--- src/rtl/delay_timer_bank.sv ---
// delay_timer_bank
//   Bank of CHANNELS independent programmable delay timers. Each channel runs
//   either as a free-running periodic pulse generator (mode 0) or as a
//   start-triggered one-shot (mode 1). Period, mode and enable are written
//   through one shared config port into per-channel shadow registers. The
//   active period is only refreshed at a reload or a start, so a period
//   change never cuts short or overruns the period currently being counted.
//
// Ports
//   clk         clock, all state updates on the rising edge
//   rst         synchronous, active-high reset (overrides every other input)
//   cfg_we      config write strobe
//   cfg_ch      target channel of the config write (out-of-range ignored)
//   cfg_period  new shadow period
//   cfg_mode    new shadow mode: 0 = periodic, 1 = one-shot
//   cfg_en      new channel enable
//   start       per-channel one-shot trigger
//   sig         per-channel terminal-count pulse
//   flg         per-channel "counting, terminal count not yet reached"
//   err         per-channel overrun indicator (count beyond active period)
//   any_sig     OR of all sig bits
module delay_timer_bank #(
    parameter int CHANNELS       = 4,
    parameter int CBITS          = 16,
    parameter int DEFAULT_PERIOD = 15000,
    localparam int CHW           = (CHANNELS > 1) ? $clog2(CHANNELS) : 1
) (
    input  logic                clk,
    input  logic                rst,
    input  logic                cfg_we,
    input  logic [CHW-1:0]      cfg_ch,
    input  logic [CBITS-1:0]    cfg_period,
    input  logic                cfg_mode,
    input  logic                cfg_en,
    input  logic [CHANNELS-1:0] start,
    output logic [CHANNELS-1:0] sig,
    output logic [CHANNELS-1:0] flg,
    output logic [CHANNELS-1:0] err,
    output logic                any_sig
);

    typedef enum logic {
        IDLE  = 1'b0,
        COUNT = 1'b1
    } state_t;

    localparam logic [CBITS-1:0] PERIOD_RST = CBITS'(DEFAULT_PERIOD);

    // Registered per-channel state
    state_t              state_q  [CHANNELS];
    logic [CBITS-1:0]    cnt_q    [CHANNELS];
    logic [CBITS-1:0]    p_q      [CHANNELS];  // active period
    logic [CBITS-1:0]    s_q      [CHANNELS];  // shadow period
    logic [CHANNELS-1:0] m_q;                  // shadow mode
    logic [CHANNELS-1:0] ma_q;                 // active mode
    logic [CHANNELS-1:0] en_q;

    // Next-state values
    state_t              state_nx [CHANNELS];
    logic [CBITS-1:0]    cnt_nx   [CHANNELS];
    logic [CBITS-1:0]    p_nx     [CHANNELS];
    logic [CBITS-1:0]    s_nx     [CHANNELS];
    logic [CHANNELS-1:0] m_nx;
    logic [CHANNELS-1:0] ma_nx;
    logic [CHANNELS-1:0] en_nx;

    logic [CHANNELS-1:0] wr_hit;
    logic [CHANNELS-1:0] dis_wr;

    // Config decode. An out-of-range cfg_ch simply matches no channel.
    always_comb begin
        wr_hit = '0;
        dis_wr = '0;
        for (int i = 0; i < CHANNELS; i++) begin
            wr_hit[i] = cfg_we && (cfg_ch == CHW'(i));
            dis_wr[i] = wr_hit[i] && !cfg_en;
        end
    end

    // Next-state logic for every channel
    always_comb begin
        for (int i = 0; i < CHANNELS; i++) begin
            state_nx[i] = state_q[i];
            cnt_nx[i]   = cnt_q[i];
            p_nx[i]     = p_q[i];
            s_nx[i]     = s_q[i];
            m_nx[i]     = m_q[i];
            ma_nx[i]    = ma_q[i];
            en_nx[i]    = en_q[i];

            if (wr_hit[i]) begin
                s_nx[i]  = cfg_period;
                m_nx[i]  = cfg_mode;
                en_nx[i] = cfg_en;
            end

            case (state_q[i])
                IDLE: begin
                    cnt_nx[i] = '0;
                    if (en_q[i] && !m_q[i]) begin
                        state_nx[i] = COUNT;
                        p_nx[i]     = s_q[i];
                        ma_nx[i]    = 1'b0;
                    end else if (en_q[i] && m_q[i] && start[i] && !dis_wr[i]) begin
                        // A disable written in the same cycle as start wins.
                        state_nx[i] = COUNT;
                        p_nx[i]     = s_q[i];
                        ma_nx[i]    = 1'b1;
                    end
                end
                COUNT: begin
                    if (!en_q[i]) begin
                        state_nx[i] = IDLE;
                        cnt_nx[i]   = '0;
                    end else if (cnt_q[i] < p_q[i]) begin
                        cnt_nx[i] = cnt_q[i] + CBITS'(1);
                    end else if (!ma_q[i]) begin
                        // Terminal count in periodic mode: pick up the shadow period.
                        cnt_nx[i] = '0;
                        p_nx[i]   = s_q[i];
                    end else begin
                        state_nx[i] = IDLE;
                        cnt_nx[i]   = '0;
                    end
                end
                default: begin
                    state_nx[i] = IDLE;
                    cnt_nx[i]   = '0;
                end
            endcase
        end
    end

    // State registers
    always_ff @(posedge clk) begin
        for (int i = 0; i < CHANNELS; i++) begin
            if (rst) begin
                state_q[i] <= IDLE;
                cnt_q[i]   <= '0;
                p_q[i]     <= PERIOD_RST;
                s_q[i]     <= PERIOD_RST;
                m_q[i]     <= 1'b0;
                ma_q[i]    <= 1'b0;
                en_q[i]    <= 1'b0;
            end else begin
                state_q[i] <= state_nx[i];
                cnt_q[i]   <= cnt_nx[i];
                p_q[i]     <= p_nx[i];
                s_q[i]     <= s_nx[i];
                m_q[i]     <= m_nx[i];
                ma_q[i]    <= ma_nx[i];
                en_q[i]    <= en_nx[i];
            end
        end
    end

    // Outputs decoded straight from registered state
    always_comb begin
        sig = '0;
        flg = '0;
        err = '0;
        for (int i = 0; i < CHANNELS; i++) begin
            sig[i] = (state_q[i] == COUNT) && (cnt_q[i] == p_q[i]);
            flg[i] = (state_q[i] == COUNT) && (cnt_q[i] <  p_q[i]);
            err[i] = (state_q[i] == COUNT) && (cnt_q[i] >  p_q[i]);
        end
        any_sig = |sig;
    end

endmodule
--- config.mk ---
export PLATFORM = sky130hd
export DESIGN_NAME = delay_timer_bank
export DESIGN_NICKNAME = d
export VERILOG_FILES = /design/src/rtl/delay_timer_bank.sv
export SDC_FILE = /design/constraint.sdc
export NUM_CORES = 1
export LEC_CHECK = 0
export CAP_MARGIN = 10
export CORE_MARGIN = 5
export CORE_UTILIZATION = 31
export CTS_BUF_LIST = sky130_fd_sc_hd__clkbuf_16
export DETAILED_ROUTE_END_ITERATION = 6
export PLACE_DENSITY = 0.43
export SYNTH_ARGS = -nofsm -noshare
export SYNTH_HDL_FRONTEND = slang
export SYNTH_SLANG_ARGS = --single-unit
--- constraint.sdc ---
create_clock -name clk -period 3.1 [get_ports clk]
set_clock_uncertainty 0.2 [all_clocks]
set_input_delay 0.465 -clock clk [delete_from_list [all_inputs] [get_ports clk]]
set_output_delay 0.465 -clock clk [all_outputs]
set_load 0.05 [all_outputs]
==> qor.csv <==
stage;metric;value;unit
status;outcome;finished, violations left;
status;failing checks;setup timing;
placement;DP Wirelength;16.6;mm
timing;Final min period;3.17;ns
detailed_routing;DRT iter0 DRCs;423;
global_route;total grt overflow;0;
worst_setup_path;Critical Path Source Type;flip-flop;
power;Peak VDD IR;0.000333;V
placement;RD Place Congestion;0.748;
worst_setup_path;worst reg2reg setup slack;0.19;ns
clocking;clock sink count;208;
hold_path;WHS Path Cells;2;
synthesis;Ys Warns;0;
timing;f_max;316;MHz
timing;setup violators final;5;
final_layout;area growth from synthesis to layout;20.8;%
worst_setup_path;Crit Path Max Fanout;3;
detailed_routing;Via density;4.52;
synthesis;largest family of logic cells by synthesized area;simple AND/OR/NAND/NOR gates;
die;initial core utilization;31.2;%
hold_path;hold crit path type;primary input to flip-flop;
run;total of max-cap violations;0;
synthesis;synth top area cells;dfxtp_1, ha_1, nand2_1, mux2i_1, nor2_1;
worst_setup_path;Buf/Inv on CP;2;
timing;Final TNS setup;-0.233;ns
detailed_routing;vias;7609;
die;DIE HEIGHT;190;um
global_route;first-pass GRT wire length;39.6;mm
worst_setup_path;Slowest-stage cell, CP;or4_4;
power;total power;5.57;mW
synthesis;Post-Synth Simple-Gate Area;25.5;%
timing;Final Hold Fails;0;
clocking;H-tree depth;1;
die;die area;36200;um^2
synthesis;post-synthesis mux area share;6.75;%
timing;worst setup margin;-0.0673;ns
final_layout;Finished Core Util;37.7;%
die;Rows;66;
synthesis;Compound-Gate Fraction of Synth Area;6.96;%
synthesis;most common flop cell mapped by yosys;dfxtp_1;
power;Power Dens Cells;457;nW/um^2
timing;measured slew at the worst slew-check pin;0.673;ns
detailed_routing;Detailed Routing Iterations Pass 1;6;
synthesis;adder-cell area share of the yosys netlist;8.44;%
synthesis;top cells by count, synth;dfxtp_1, nand2_1, nor2_1;
timing;pins over their slew limit;0;
placement;Post-Place Cells;1624;
global_route;Total Routing Usage GR;13.4;%
synthesis;asr flop ratio synth;0;%
worst_setup_path;number of cells on the critical path;7;
die;core area;32300;um^2
timing;RSZ-0062 raised after global routing;true;
detailed_routing;Routed wire per std cell;14.3;um
synthesis;Mapped Area;10100;um^2
final_layout;fraction of layout cells with a size suffix above 1;14.0;%
synthesis;post-synthesis xor/xnor area fraction;4.86;%
clocking;Longest Clk Path Bufs;3;
worst_setup_path;FF-to-FF path depth;10;
synthesis;syn_nets;1273;
synthesis;syn_area_per_cell;8.56;um^2
clocking;CTS root buffer;clkbuf_16;
synthesis;sequential area share after synthesis;41.3;%
clocking;TritonCTS Buffers;25;
clocking;CTS tree;built;
clocking;worst skew pair latency;0.52;ns
synthesis;area fraction of the dominant cell type after synthesis;41.3;%
global_route;largest net degree at the start of global routing;94;
worst_setup_path;Crit path max-delay family;simple AND/OR/NAND/NOR gates;
die;Die Span X;190;um
power;static leakage;4.66;nW
synthesis;FF+latch count, synth;208;
clocking;post-cts hold buffer count;0;
detailed_routing;DRC Markers;0;
final_layout;NumNets Final;1323;
synthesis;Post-synth EDFFs;0;
die;IO Count;40;
synthesis;post-synth cell types;44;
worst_setup_path;cell mode on critical path;or4_4;
synthesis;leading area contributor after synthesis;dfxtp_1;
worst_setup_path;WS Path Type;flip-flop to output pin;
worst_setup_path;CP cell instances;inv_2 -> ha_4 -> nand4_1 -> or4_4 -> nor3_4 -> or4_4 -> buf_12;
final_layout;diode count;0;
worst_setup_path;Arrival @ worst endpoint;2.50;ns
timing;final critical-path share of the clock period;102;%
global_route;initial antenna violation count;0;
final_layout;post-route insts no fill;1682;
detailed_routing;DRT antenna net count;0;
worst_setup_path;Setup crit end kind;output pin;
timing;Slew HR;55.2;%
worst_setup_path;Critical Path RT;2.43;ns
global_route;vias in the first global route;7423;
worst_setup_path;Crit path largest cell delay;0.58;ns
clocking;Worst-path clk slew;0.05;ns
detailed_routing;drt total wl;24.0;mm
synthesis;Post-Synthesis Cells;1178;
synthesis;most frequent cell after synthesis;dfxtp_1;
placement;number of port buffers;39;
==> timing repair <==
item / in CTS / in global routing
gates resized for setup: 59 / 21
setup buffers: 15 / 4
setup endpoints to repair: 12 / 12
pin swaps: 23 / 15
==> path summary, 6_finish.rpt <==
path              startpoint      endpoint
setup / recovery  p_q[2][10]       any_sig
hold / removal           rst       ma_q[1]
setup reg to reg  p_q[3][11]  cnt_q[3][11]
hold reg to reg    s_q[2][8]     s_q[2][8]
==> sequential cells by signal (all words and copies together), names as in the netlist <==
| name | flops |
|---|---|
| p_q | 64 |
| ma_q | 4 |
| cnt_q | 64 |
| en_q | 4 |
| m_q | 4 |
| s_q | 64 |
| state_q | 4 |
==> final cells by class <==
class	instances	area, um^2
Clock buffer	25	626
Clock inverter	14	60.1
Fill cell	3329	20100
Inverter	82	308
Multi-Input combinational cell	834	5600
Sequential cell	208	4210
Tap cell	442	553
Timing Repair Buffer	77	830
==> through the flow <==
stage / instance area (um^2) / hold WS (ns) / setup WS (ns)
6_report: 12200 / 0.177 / -0.0673
5_1_grt: 12200 / 0.202 / -0.165
4_1_cts: 12100 / 0.150 / -0.131
3_5_place_dp: 11000 / 0.247 / 0.227
3_3_place_gp: 11000 / 0.243 / 0.243
2_1_floorplan: 10100 / 0.234 / 0.0509
==> report_power, final <==
part	total [mW]	internal, mW	switching, mW
Sequential	2.74	2.72	0.0246
Clock	2.54	1.44	1.11
Combinational	0.284	0.117	0.167
==> kinds of logic (layout without fill, tap and decap cells) <==
group / Yosys count / after routing
compound gates: 112 / 112
buf+inv: 136 / 198
fa+ha+maj: 68 / 68
simple gates: 530 / 530
xor+xnor: 56 / 56
mux: 68 / 68
flops: 208 / 208
==> cell usage in the layout (no fill, tap or decap), types with 25 or more instances in the layout <==
master | synthesis | layout
nand2_1 | 184 | 184
dfxtp_1 | 208 | 176
nor2_1 | 137 | 134
inv_1 | 82 | 75
nand2b_1 | 72 | 72
mux2i_1 | 68 | 68
a21oi_1 | 69 | 67
ha_1 | 68 | 53
nand3_1 | 35 | 35
xor2_1 | 34 | 34
buf_4 | 1 | 34
nand3b_1 | 33 | 33
dfxtp_2 | 0 | 31
clkbuf_16 | 0 | 25
clkdlybuf4s50_1 | 0 | 25
==> layer usage <==
metal / wire length (um) / GRT usage [%] / vias up
li1: - / - / 4012
met1: 12200 / 19.4 / 3467
met2: 10500 / 21.1 / 103
met3: 982 / 2.25 / 27
met4: 347 / 2.93 / 0
met5: 0 / 0 / -
No activity file was read; power rests on OpenSTA's default activity.
